<file path="src/rtl/adc_scan_ctrl.sv">
// Scan controller for an LTC2308-style SAR ADC: round-robins over the enabled channels
// and delivers each conversion code through a valid/ready result register.
module adc_scan_ctrl #(
    parameter int CLK_DIV = 2,
    parameter int TCONV   = 80,
    parameter int TGAP    = 4
) (
    input  logic        CLOCK_50,
    input  logic        RESET_N,
    input  logic        enable,
    input  logic [7:0]  chan_mask,
    input  logic        uni,
    output logic        ADC_CS_N,
    output logic        ADC_SCLK,
    output logic        ADC_DIN,
    input  logic        ADC_DOUT,
    output logic        result_valid,
    input  logic        result_ready,
    output logic [11:0] result_data,
    output logic [2:0]  result_chan,
    output logic        overrun,
    input  logic        clear_overrun,
    output logic        busy
);

    typedef enum logic [1:0] {IDLE, CONV, SHIFT, GAP} state_t;

    localparam logic [9:0] CONV_LAST = 10'(TCONV - 1);
    localparam logic [9:0] GAP_LAST  = 10'(TGAP - 1);
    localparam logic [8:0] DIV_RISE  = 9'(CLK_DIV);
    localparam logic [8:0] DIV_LAST  = 9'(2 * CLK_DIV - 1);

    state_t      state_q, state_d;
    logic [9:0]  cnt_q, cnt_d;
    logic [8:0]  div_q, div_d;
    logic [3:0]  bit_q, bit_d;
    logic [10:0] sr_q, sr_d;
    logic [2:0]  cur_ch_q, cur_ch_d;
    logic        ptr_ok_q, ptr_ok_d;
    logic        cur_uni_q, cur_uni_d;
    logic [2:0]  prev_ch_q, prev_ch_d;
    logic        prev_ok_q, prev_ok_d;
    logic        valid_q, valid_d;
    logic [11:0] data_q, data_d;
    logic [2:0]  chan_q, chan_d;
    logic        ovr_q, ovr_d;

    logic [7:0]  above;
    logic [7:0]  cand;
    logic [2:0]  pick;
    logic [5:0]  cfg;
    logic        new_res;
    logic        start_ok;

    // Enabled channels strictly above the one sent last; empty until a channel has been sent.
    for (genvar gi = 0; gi < 8; gi++) begin : g_above
        assign above[gi] = chan_mask[gi] && ptr_ok_q && (gi > int'(cur_ch_q));
    end

    always_comb begin
        cand = (above != 8'd0) ? above : chan_mask;
        pick = 3'd0;
        for (int i = 7; i >= 0; i--) begin
            if (cand[i]) pick = 3'(i);
        end
    end

    assign start_ok = enable && (chan_mask != 8'd0);
    assign cfg      = {1'b1, cur_ch_q[0], cur_ch_q[2], cur_ch_q[1], cur_uni_q, 1'b0};

    always_comb begin
        state_d   = state_q;
        cnt_d     = cnt_q;
        div_d     = div_q;
        bit_d     = bit_q;
        sr_d      = sr_q;
        cur_ch_d  = cur_ch_q;
        ptr_ok_d  = ptr_ok_q;
        cur_uni_d = cur_uni_q;
        prev_ch_d = prev_ch_q;
        prev_ok_d = prev_ok_q;
        new_res   = 1'b0;

        case (state_q)
            IDLE: begin
                if (start_ok) begin
                    state_d   = CONV;
                    cnt_d     = 10'd0;
                    cur_ch_d  = pick;
                    ptr_ok_d  = 1'b1;
                    cur_uni_d = uni;
                    prev_ok_d = 1'b0;
                end
            end
            CONV: begin
                if (cnt_q == CONV_LAST) begin
                    state_d = SHIFT;
                    div_d   = 9'd0;
                    bit_d   = 4'd0;
                end else begin
                    cnt_d = cnt_q + 10'd1;
                end
            end
            SHIFT: begin
                div_d = div_q + 9'd1;
                if (div_q == DIV_RISE) begin
                    sr_d = {sr_q[9:0], ADC_DOUT};
                    // DOUT carries the answer to the previous frame's config word.
                    if (bit_q == 4'd11 && prev_ok_q) new_res = 1'b1;
                end
                if (div_q == DIV_LAST) begin
                    div_d = 9'd0;
                    if (bit_q == 4'd11) begin
                        state_d   = GAP;
                        cnt_d     = 10'd0;
                        prev_ch_d = cur_ch_q;
                        prev_ok_d = 1'b1;
                    end else begin
                        bit_d = bit_q + 4'd1;
                    end
                end
            end
            GAP: begin
                if (cnt_q == GAP_LAST) begin
                    if (start_ok) begin
                        state_d   = CONV;
                        cnt_d     = 10'd0;
                        cur_ch_d  = pick;
                        ptr_ok_d  = 1'b1;
                        cur_uni_d = uni;
                    end else begin
                        state_d = IDLE;
                    end
                end else begin
                    cnt_d = cnt_q + 10'd1;
                end
            end
            default: state_d = IDLE;
        endcase
    end

    always_comb begin
        valid_d = valid_q;
        data_d  = data_q;
        chan_d  = chan_q;
        ovr_d   = ovr_q;
        if (new_res) begin
            valid_d = 1'b1;
            data_d  = {sr_q, ADC_DOUT};
            chan_d  = prev_ch_q;
        end else if (valid_q && result_ready) begin
            valid_d = 1'b0;
        end
        // An overwrite wins over a simultaneous clear.
        if (new_res && valid_q && !result_ready) begin
            ovr_d = 1'b1;
        end else if (clear_overrun) begin
            ovr_d = 1'b0;
        end
    end

    always_ff @(posedge CLOCK_50 or negedge RESET_N) begin
        if (!RESET_N) begin
            state_q   <= IDLE;
            cnt_q     <= 10'd0;
            div_q     <= 9'd0;
            bit_q     <= 4'd0;
            sr_q      <= 11'd0;
            cur_ch_q  <= 3'd0;
            ptr_ok_q  <= 1'b0;
            cur_uni_q <= 1'b0;
            prev_ch_q <= 3'd0;
            prev_ok_q <= 1'b0;
            valid_q   <= 1'b0;
            data_q    <= 12'd0;
            chan_q    <= 3'd0;
            ovr_q     <= 1'b0;
        end else begin
            state_q   <= state_d;
            cnt_q     <= cnt_d;
            div_q     <= div_d;
            bit_q     <= bit_d;
            sr_q      <= sr_d;
            cur_ch_q  <= cur_ch_d;
            ptr_ok_q  <= ptr_ok_d;
            cur_uni_q <= cur_uni_d;
            prev_ch_q <= prev_ch_d;
            prev_ok_q <= prev_ok_d;
            valid_q   <= valid_d;
            data_q    <= data_d;
            chan_q    <= chan_d;
            ovr_q     <= ovr_d;
        end
    end

    assign ADC_CS_N     = (state_q == CONV);
    assign ADC_SCLK     = (state_q == SHIFT) && (div_q >= DIV_RISE);
    assign ADC_DIN      = (state_q == SHIFT) && (bit_q < 4'd6) && cfg[3'd5 - bit_q[2:0]];
    assign result_valid = valid_q;
    assign result_data  = data_q;
    assign result_chan  = chan_q;
    assign overrun      = ovr_q;
    assign busy         = (state_q != IDLE);

endmodule

</file>
<file path="config.mk">
export PLATFORM = sky130hd
export DESIGN_NAME = adc_scan_ctrl
export DESIGN_NICKNAME = d
export VERILOG_FILES = /design/src/rtl/adc_scan_ctrl.sv
export SDC_FILE = /design/constraint.sdc
export NUM_CORES = 1
export LEC_CHECK = 0
export CORE_MARGIN = 1
export CORE_UTILIZATION = 51
export CTS_CLUSTER_DIAMETER = 100
export DETAILED_ROUTE_END_ITERATION = 8
export PLACE_DENSITY = 0.76
export SLEW_MARGIN = 5
export SYNTH_ARGS = -nofsm -noshare
export SYNTH_HDL_FRONTEND = slang
export SYNTH_SLANG_ARGS = --single-unit
</file>
<file path="constraint.sdc">
create_clock -name CLOCK_50 -period 2.13 [get_ports CLOCK_50]
set_input_delay 0.213 -clock CLOCK_50 [delete_from_list [all_inputs] [get_ports CLOCK_50]]
set_output_delay 0.213 -clock CLOCK_50 [all_outputs]
set_load 0.02 [all_outputs]
</file>
# --- Yosys cells after proc, flatten, opt, wreduce, memory -nomap -nowiden ---
# Index checks and enable logic that the tools add are counted.
op_classes:
  mux: 51
  eq_ne: 15
  add_sub_neg: 4
  reduce_logical: 40
  n_lt_le_gt_ge: 10
ops:
  columns: ["op", "count"]
  rows:
  - ["10-bit 2-to-1 mux", 5]
  - ["10-bit case mux with 4 select lines", 1]
  - ["3-bit 2-to-1 mux", 10]
  - ["1-bit logical AND", 22]
  - ["9-bit by 2-bit == test with 1-bit output, second input constant", 2]
  - ["9-bit 2-to-1 mux", 2]
  - ["9-bit case mux with 2 select lines", 1]
  - ["1-bit 2-to-1 mux", 16]
  - ["8-bit nonzero test", 2]
  - ["3-bit > comparator, first input constant", 4]
  - ["4-bit 2-to-1 mux", 3]
  - ["2-bit inequality test, second input constant", 6]
  - ["2-bit nonzero test", 6]
  - ["10-bit by 1-bit adder with 10-bit output, second input constant", 1]
  - ["10-bit by 2-bit == test with 1-bit output, second input constant", 1]
  - ["10-bit by 7-bit == test with 1-bit output, second input constant", 1]
  - ["2-bit 2-to-1 mux", 5]
  - ["9-bit by 1-bit adder with 9-bit output, second input constant", 1]
  - ["9-bit by 2-bit greater-or-equal comparator with 1-bit output, second input constant", 1]
  - ["8-bit 2-to-1 mux", 1]
  - ["2-bit case mux with 4 select lines", 1]
  - ["4-bit case mux with 2 select lines", 1]
  - ["4-bit AND reduction", 2]
  - ["2-bit by 3-bit > comparator with 1-bit output, first input constant", 2]
  - ["17 further kinds", 23]
word_totals:
  ff_bits: 62
  word_cells: 134
  inputBits: 15

# --- Longest topological paths before layout ---
# Gate-level depths: netlist of the first run.
logic_depth:
  ltp_word: 15
  depth_mapped: 8
  ltp_nobuf: 8

# --- Worst setup path after synthesis of the first run ---
# No wires, ideal clock.
synth_timing:
  path_type: "reg2reg"
  from: "reg div_q[5]"
  to: "reg data_q[10] (netlist: result_data[10])"
  path_stages_with_launch: 7
  arrival_time_ps: 1897
  synth_period_minus_slack_ps: 2022
  slack_ps: 108
  path_cell_list: "dfrtp_1 > or4_4 > nor2_4 > and3_4 > nand3_4 > buf_6 > mux2_4"
synth_between:
  elab_chain_len: 3
synth_lines:
  columns: ["element", "line_no", "text"]
  rows:
  - ["start, declared", "35", "logic [8:0] div_q, div_d;"]
  - ["start signal, assigned", "181", "div_q <= div_d;"]
  - ["9-bit by 2-bit == test with 1-bit output", "106", "if (div_q == DIV_RISE) begin"]
  - ["1-bit 2-to-1 mux", "106", null]
  - ["1-bit 2-to-1 mux", "84", "case (state_q)"]
  - ["end signal, assigned", "190", "data_q <= data_d;"]
  - ["end, declared", "44", "logic [11:0] data_q, data_d;"]
# Every way passes these cells.
# A chain may end at the register's enable or synchronous reset.

# --- Worst setup path after layout of the first run ---
layout_timing:
  from: "reg div_q[5]"
  to: "out ADC_SCLK"
layout_between:
  elab_chain_len: 2
layout_lines:
  columns: ["element", "line_no", "text"]
  rows:
  - ["9-bit by 2-bit greater-or-equal comparator with 1-bit output", "197", "assign ADC_SCLK = (state_q == SHIFT) && (div_q >= DIV_RISE);"]
  - ["1-bit logical AND", "197", null]
  - ["end, declared", "14", "output logic ADC_SCLK,"]
# Every way passes these cells.

==> results of run 1 <==
==> power groups by stage <==
stage | registers [W] | logic (W) | clock network [W]
floorplan | 0.00148 | 0.00118 | 0
global placement | 0.00154 | 0.00175 | 0
detailed placement | 0.00155 | 0.00180 | 0
CTS | 0.00153 | 0.00179 | 0.00109
global route | 0.00156 | 0.00208 | 0.00114
finish | 0.00154 | 0.00188 | 0.00107
==> area by class of cell <==
class	count	area, µm²
timing repair buffer	69	621
fill	493	2050
inverter	13	48.8
clock buffer	9	124
clock inverter	7	80.1
multi-input combinational	234	1740
tap	77	96.3
sequential	62	1550
==> cells in the final DEF, fill, tap and decap left out, drive strengths merged, types with 2 or more instances in the layout <==
master	n
nand2b	8
o211ai	2
clkinvlp	2
o2111ai	2
or4	2
nand3	7
nor2b	4
clkbuf	9
mux2i	3
clkdlybuf4s50	31
and2	2
o31ai	8
nor4b	2
a22o	4
o22a	3
nand4	3
nor2	20
and3b	2
nor3b	2
o21ai	42
a32o	3
a21oi	4
inv	16
a31oi	5
mux2	29
buf	36
and3	13
nand2	33
ha	9
dfrtp	62
nand4b	2
nor3	3
==> worst reg2reg max path, stage by stage, from the launching register on <==
cell and delay [ns]:
sky130_fd_sc_hd__dfrtp_1 0.38, sky130_fd_sc_hd__or4_4 0.60, sky130_fd_sc_hd__o31ai_4 0.29, sky130_fd_sc_hd__and2_4 0.18, sky130_fd_sc_hd__o21ai_1 0.06, sky130_fd_sc_hd__buf_4 0.17, sky130_fd_sc_hd__o21ai_0 0.17, sky130_fd_sc_hd__o21ai_0 0.10
==> flip-flops by register name (all words and copies together) (netlist names) <==
register,count
result_data,12
sr_q,11
cnt_q,10
div_q,9
bit_q,4
cur_ch_q,3
prev_ch_q,3
result_chan,3
state_q,2
cur_uni_q,1
overrun,1
prev_ok_q,1
ptr_ok_q,1
result_valid,1
==> layer usage <==
layer | wire, µm | GRT usage [%] | vias up
met5 | 0 | 0 | -
met2 | 3610 | 38.3 | 71
met3 | 347 | 5.93 | 12
met1 | 3260 | 28.8 | 1303
met4 | 82 | 7.24 | 0
li1 | - | - | 1312
==> logic make-up after synthesis <==
family          count (synthesis)  synth area share [%]
buf+inv                        21                  2.75
compound gates                 84                  17.8
fa+ha+maj                       9                  3.38
xor+xnor                        1                 0.263
simple gates                  106                  17.6
flops                          62                  46.6
mux                            32                  11.6
==> final timing paths <==
kind / endpoint / slack, ns / cells after the start
min in group CLOCK_50: overrun / 0.47 / 2
hold / removal: result_chan[2] / 0.41 / 2
max in group asynchronous: cur_ch_q[1] / 1.13 / 3
hold reg to reg: prev_ch_q[1] / 0.49 / 2
setup reg to reg: cnt_q[5] / 0.05 / 7
setup / recovery: ADC_SCLK / 0.04 / 3
==> through the flow <==
| step | hold slack (ns) | utilization, % | cell area [µm²] |
|---|---|---|---|
| 6_report | 0.410 | 67.5 | 4260 |
| 5_1_grt | 0.466 | 67.5 | 4260 |
| 4_1_cts | 0.417 | 66.6 | 4210 |
| 3_5_place_dp | 0.240 | 63.2 | 3990 |
| 3_3_place_gp | 0.236 | 63.2 | 3990 |
| 2_1_floorplan | -0.0826 | - | 3330 |
==> cell usage after synthesis (all sizes together), types with 6 or more instances <==
library cell / number / area (µm²)
dfrtp: 62 / 1550
o21ai: 42 / 210
nand2: 33 / 124
mux2: 29 / 357
nor2: 19 / 81.3
and3: 13 / 86.3
inv: 13 / 48.8
ha: 9 / 113
nand2b: 8 / 50.1
o31ai: 8 / 92.6
nand3: 6 / 42.5
==> what timing repair did <==
| item | CTS | global route |
|---|---|---|
| pin swaps | 2 | 1 |
| buffers inserted | 0 | 1 |
| gates cloned | 0 | 2 |
| endpoints found under the setup margin | 4 | 22 |
| endpoints found under the hold margin | 23 | 0 |
| resized for setup | 10 | 10 |
| hold buffers | 1 | 0 |
==> impl_metrics.xml, run 1 <==
<?xml version="1.0" encoding="UTF-8"?>
<metrics>
  <group name="clock_network">
    <metric name="cts.sinks" unit="">62</metric>
    <metric name="clock_insertion_delay_worst_skew" unit="ns">0.34</metric>
    <metric name="clock_tree.buffer_depth" unit="">2</metric>
    <metric name="cts-htree-levels" unit="">3</metric>
    <metric name="cts_bufs_inserted" unit="">9</metric>
    <metric name="cts_clk_pin_slew_worst_paths" unit="ns">0.08</metric>
    <metric name="cts_tree" unit="">done</metric>
    <metric name="buffer_cell_driving_the_clock_tree_root" unit="">sky130_fd_sc_hd__clkbuf_8</metric>
  </group>
  <group name="sta">
    <metric name="worstMarginPinSlew" unit="ns">0.590</metric>
    <metric name="max_transition_viols_final" unit="">0</metric>
    <metric name="final.setup.tns" unit="ns">0</metric>
    <metric name="final.setup_skew" unit="ns">0.00892</metric>
    <metric name="setup_slack" unit="ns">0.0420</metric>
    <metric name="final-setup-viol-count" unit="">0</metric>
    <metric name="final.min_clock_period" unit="ns">2.09</metric>
    <metric name="finalHoldViolations" unit="">0</metric>
    <metric name="period_share" unit="%">98.0</metric>
    <metric name="max_freq" unit="MHz">479</metric>
    <metric name="rsz_0062_raised_after_global_routing" unit="">yes</metric>
    <metric name="relSlewSlack" unit="%">60.7</metric>
  </group>
  <group name="critical_path">
    <metric name="timing.critical_path.to_type" unit="">output pin</metric>
    <metric name="critical_path.slowest_cell" unit="">sky130_fd_sc_hd__or4_4</metric>
    <metric name="crit_path_max_fanout" unit="">4</metric>
    <metric name="worst_path_dominant_cell_family" unit="">simple AND/OR/NAND/NOR gates</metric>
    <metric name="critical-path-max-stage-delay" unit="ns">0.60</metric>
    <metric name="timing.setup.critical_path_class" unit="">register to output pin</metric>
    <metric name="cp.required" unit="ns">1.92</metric>
    <metric name="timing.rr.start" unit="">div_q[5]</metric>
    <metric name="timing.critical_path.from" unit="">div_q[5]</metric>
    <metric name="cp_buf_inv_count" unit="">1</metric>
    <metric name="path_cells" unit="">or4_4 -&gt; o41a_1 -&gt; buf_2</metric>
    <metric name="critical_path_arrival" unit="ns">1.87</metric>
    <metric name="critical_path.startpoint_type" unit="">register</metric>
  </group>
  <group name="die">
    <metric name="design.die.area" unit="µm²">6850</metric>
    <metric name="row_count" unit="">29</metric>
    <metric name="fp.coreArea" unit="µm²">6310</metric>
    <metric name="initial_core_util" unit="%">52.7</metric>
    <metric name="die_w" unit="µm">82.8</metric>
    <metric name="floorplan.io_pins" unit="">36</metric>
    <metric name="dieHeight" unit="µm">82.8</metric>
  </group>
  <group name="yosys">
    <metric name="synth_edf_count" unit="">0</metric>
    <metric name="netlist-cell-type-count" unit="">57</metric>
    <metric name="postSynthCellCount" unit="">315</metric>
    <metric name="yosysWarnings" unit="">0</metric>
    <metric name="synth_sequential_area_ratio" unit="%">46.6</metric>
    <metric name="synth.cell_area" unit="µm²">3330</metric>
    <metric name="postSynthAreaPerCell" unit="µm²">10.6</metric>
    <metric name="synth-async-reset-ratio" unit="%">100</metric>
    <metric name="postSynthNetCount" unit="">339</metric>
    <metric name="synth-seq-cells" unit="">62</metric>
    <metric name="synth_top_flop_cell" unit="">sky130_fd_sc_hd__dfrtp_1</metric>
  </group>
  <group name="power_and_ir_drop">
    <metric name="net-switching-power" unit="W">0.00170</metric>
    <metric name="clock_power_share" unit="%">23.8</metric>
    <metric name="power.density" unit="nW/µm²">1050</metric>
    <metric name="vdd_ir_drop_max" unit="V">0.000577</metric>
    <metric name="static-leakage-power" unit="nW">2.01</metric>
    <metric name="totalPowerFinal" unit="W">0.00448</metric>
    <metric name="power.share.switching" unit="%">37.9</metric>
    <metric name="power.combinational.fraction" unit="%">41.9</metric>
    <metric name="power.internal" unit="W">0.00278</metric>
    <metric name="seq_power_share" unit="%">34.3</metric>
  </group>
  <group name="finish">
    <metric name="area_growth" unit="%">28.2</metric>
    <metric name="final_cells" unit="">471</metric>
    <metric name="layout_cell_share_with_drive_strength_beyond_1" unit="%">25.9</metric>
    <metric name="number_of_antenna_cells_inserted" unit="">0</metric>
    <metric name="finalNetCount" unit="">413</metric>
  </group>
  <group name="place">
    <metric name="dp_cells" unit="">451</metric>
    <metric name="dp_slack" unit="ns">-0.114</metric>
    <metric name="globalplace.congestion" unit="">0.856</metric>
    <metric name="port_buffers" unit="">35</metric>
    <metric name="detailed_place_hpwl" unit="mm">5.27</metric>
  </group>
  <group name="routing">
    <metric name="drt_wl_total" unit="mm">7.30</metric>
    <metric name="detail_route.wl_per_cell" unit="µm">15.5</metric>
    <metric name="drtIter0Drc" unit="">147</metric>
    <metric name="route.detailed.vias_per_inst" unit="">5.73</metric>
    <metric name="antenna_left" unit="">0</metric>
    <metric name="num_vias" unit="">2698</metric>
    <metric name="dr.pass1.iters" unit="">4</metric>
    <metric name="route.detailed.drc" unit="">0</metric>
  </group>
  <group name="run_status">
    <metric name="outcome" unit="">completed</metric>
  </group>
  <group name="grt">
    <metric name="via_count_of_the_first_global_routing_pass" unit="">2553</metric>
    <metric name="initial_antenna_violation_count" unit="">0</metric>
    <metric name="residual_overflow_from_global_routing" unit="">0</metric>
    <metric name="grt_start_max_net_pins" unit="">29</metric>
    <metric name="global_route.usage.total" unit="%">22.9</metric>
    <metric name="grt_pass1_wl" unit="mm">11.7</metric>
  </group>
  <group name="run">
    <metric name="max-cap-violations" unit="">0</metric>
  </group>
  <group name="worst_hold_path">
    <metric name="worstHoldPathType" unit="">primary input to async pin</metric>
  </group>
</metrics>
No activity file was read; power rests on OpenSTA's default activity.
==> run 2, diff against run 1 <==
ABC_CLOCK_PERIOD_IN_PS = 2600   (was unset)
CORE_UTILIZATION = 50   (was 51)
PLACE_DENSITY = 0.72   (was 0.76)
clock period = 2.6 ns   (was 2.13 ns; I/O delays follow)
==> run 2 against run 1 <==
Effect of this change: flip-flop and latch count unchanged; non-clock buffer count decreased by 26; critical path type unchanged; clock-buffer cell count unchanged; clock power decreased by 9.6%; via count decreased by 4.9%.
==> impl_metrics.xml, run 2 (synthesis results as in run 1) <==
<?xml version="1.0" encoding="UTF-8"?>
<metrics>
  <group name="sta">
    <metric name="max_freq" unit="MHz">420</metric>
    <metric name="final.setup.tns" unit="ns">0</metric>
    <metric name="rsz_0062_raised_after_global_routing" unit="">no</metric>
    <metric name="period_share" unit="%">91.6</metric>
    <metric name="relSlewSlack" unit="%">50.2</metric>
    <metric name="setup_slack" unit="ns">0.218</metric>
    <metric name="finalHoldViolations" unit="">0</metric>
    <metric name="max_transition_viols_final" unit="">0</metric>
    <metric name="final-setup-viol-count" unit="">0</metric>
    <metric name="worstMarginPinSlew" unit="ns">0.747</metric>
    <metric name="final.setup_skew" unit="ns">0.00811</metric>
    <metric name="final.min_clock_period" unit="ns">2.38</metric>
  </group>
  <group name="critical_path">
    <metric name="reg2reg_slack" unit="ns">0.33</metric>
    <metric name="cp.required" unit="ns">2.34</metric>
    <metric name="timing.setup.critical_path_class" unit="">register to output pin</metric>
    <metric name="critical_path.startpoint_type" unit="">register</metric>
    <metric name="timing.critical_path.to_type" unit="">output pin</metric>
    <metric name="timing.critical_path.from" unit="">bit_q[1]</metric>
    <metric name="crit_path_max_fanout" unit="">6</metric>
    <metric name="critical_path_arrival" unit="ns">2.12</metric>
    <metric name="timing.rr.start" unit="">div_q[5]</metric>
  </group>
  <group name="routing">
    <metric name="drtIter0Drc" unit="">132</metric>
    <metric name="detail_route.wl_per_cell" unit="µm">15.4</metric>
    <metric name="route.detailed.vias_per_inst" unit="">5.79</metric>
    <metric name="dr.pass1.iters" unit="">4</metric>
    <metric name="drt_wl_total" unit="mm">6.82</metric>
    <metric name="route.detailed.drc" unit="">0</metric>
    <metric name="num_vias" unit="">2566</metric>
    <metric name="antenna_left" unit="">0</metric>
  </group>
  <group name="power_and_ir_drop">
    <metric name="power.internal" unit="W">0.00223</metric>
    <metric name="seq_power_share" unit="%">35.7</metric>
    <metric name="static-leakage-power" unit="nW">1.89</metric>
    <metric name="power.combinational.fraction" unit="%">37.1</metric>
    <metric name="net-switching-power" unit="W">0.00133</metric>
    <metric name="vdd_ir_drop_max" unit="V">0.000486</metric>
    <metric name="power.density" unit="nW/µm²">883</metric>
    <metric name="totalPowerFinal" unit="W">0.00356</metric>
    <metric name="power.share.switching" unit="%">37.3</metric>
    <metric name="clock_power_share" unit="%">27.2</metric>
  </group>
  <group name="grt">
    <metric name="residual_overflow_from_global_routing" unit="">0</metric>
    <metric name="initial_antenna_violation_count" unit="">0</metric>
    <metric name="via_count_of_the_first_global_routing_pass" unit="">2525</metric>
    <metric name="global_route.usage.total" unit="%">21.3</metric>
    <metric name="grt_start_max_net_pins" unit="">33</metric>
    <metric name="grt_pass1_wl" unit="mm">11.9</metric>
  </group>
  <group name="finish">
    <metric name="largest_register_ff_count" unit="">12</metric>
    <metric name="finalNetCount" unit="">385</metric>
    <metric name="number_of_antenna_cells_inserted" unit="">0</metric>
    <metric name="layout_cell_share_with_drive_strength_beyond_1" unit="%">17.8</metric>
    <metric name="layout_commonest_cell" unit="">sky130_fd_sc_hd__dfrtp_1</metric>
    <metric name="area_growth" unit="%">21.1</metric>
    <metric name="fill_cells" unit="">526</metric>
    <metric name="mostFrequentLayoutCells" unit="">sky130_fd_sc_hd__dfrtp_1 (62), sky130_fd_sc_hd__o21ai_0 (39), sky130_fd_sc_hd__nand2_1 (33)</metric>
  </group>
  <group name="clock_network">
    <metric name="cts_setup_buffers" unit="">0</metric>
    <metric name="clock_insertion_delay_worst_skew" unit="ns">0.34</metric>
    <metric name="cts.sinks" unit="">62</metric>
    <metric name="cts_clk_pin_slew_worst_paths" unit="ns">0.07</metric>
    <metric name="cts-htree-levels" unit="">3</metric>
    <metric name="cts_bufs_inserted" unit="">9</metric>
    <metric name="clock_tree.buffer_depth" unit="">2</metric>
    <metric name="cts_tree" unit="">done</metric>
    <metric name="buffer_cell_driving_the_clock_tree_root" unit="">sky130_fd_sc_hd__clkbuf_8</metric>
  </group>
  <group name="place">
    <metric name="port_buffers" unit="">35</metric>
    <metric name="dp_slack" unit="ns">0.191</metric>
    <metric name="detailed_place_hpwl" unit="mm">4.73</metric>
    <metric name="globalplace.congestion" unit="">0.844</metric>
  </group>
  <group name="die">
    <metric name="design.die.area" unit="µm²">6980</metric>
    <metric name="fp.coreArea" unit="µm²">6390</metric>
    <metric name="floorplan.io_pins" unit="">36</metric>
    <metric name="initial_core_util" unit="%">52.1</metric>
    <metric name="dieHeight" unit="µm">83.6</metric>
    <metric name="row_count" unit="">29</metric>
    <metric name="die_w" unit="µm">83.6</metric>
  </group>
  <group name="worst_hold_path">
    <metric name="worstHoldPathType" unit="">register to register</metric>
    <metric name="holdCritStartpoint" unit="">prev_ch_q[0]</metric>
  </group>
  <group name="run_status">
    <metric name="outcome" unit="">completed</metric>
  </group>
  <group name="run">
    <metric name="max-cap-violations" unit="">0</metric>
  </group>
</metrics>
## run 2: power by group through the flow
stage / clock (W) / combinational [W] / sequential, W
final: 0.000967 / 0.00132 / 0.00127
after global placement: 0 / 0.00129 / 0.00128
after detailed placement: 0 / 0.00131 / 0.00128
after global routing: 0.00103 / 0.00147 / 0.00130
after floorplan: 0 / 0.000963 / 0.00121
after CTS: 0.000987 / 0.00132 / 0.00127
## run 2: worst paths after layout
| path | endpoint | cells after the start |
|---|---|---|
| min in group asynchronous | result_data[3] | 2 |
| min | prev_ch_q[0] | 2 |
| max reg2reg | result_data[8] | 5 |
| max in group asynchronous | prev_ch_q[0] | 3 |
| max | ADC_DIN | 6 |
| min reg2reg | prev_ch_q[0] | 2 |
## run 2: cell type report
type                       instances  area, µm²  area share [%]
clock buffer                       9        124            3.07
timing repair buffer              43        422            10.5
multi-input combinational        232       1680            41.8
clock inverter                     7        103            2.55
sequential                        62       1550            38.5
tap                               77       96.3            2.39
inverter                          13       48.8            1.21
## run 2: repair_timing
action	CTS	global route
hold buffers	1	0
pin swaps	0	0
gates resized for setup	1	1
hold endpoints to repair	1	0
endpoints found under the setup margin	1	1
## run 2: routing by layer
| layer | GRT usage, % | part of all wire, % | routed length (µm) |
|---|---|---|---|
| met1 | 28.2 | 47 | 3180 |
| met2 | 33.7 | 48 | 3250 |
| met3 | 4.55 | 3.9 | 268 |
| met4 | 9.71 | 1.8 | 125 |
| met5 | 0 | 0 | 0 |
## run 2: metrics by stage
stage	cell area [µm²]	cells	hold slack [ns]	utilization, %
final	4030	443	0.487	63.1
after global routing	4030	443	0.507	63.1
after CTS	4030	443	0.484	63.0
after detailed placement	3790	426	0.368	59.4
after global placement	3790	426	0.364	59.4
after floorplan	3330	315	-0.0356	-
## run 2: critical path: stages, from the launching register on
cell,delay (ns)
sky130_fd_sc_hd__dfrtp_1,0.45
sky130_fd_sc_hd__ha_1,0.35
sky130_fd_sc_hd__nor2b_1,0.14
sky130_fd_sc_hd__o22a_1,0.16
sky130_fd_sc_hd__o32a_1,0.17
sky130_fd_sc_hd__nor3b_1,0.16
sky130_fd_sc_hd__dlygate4sd2_1,0.35
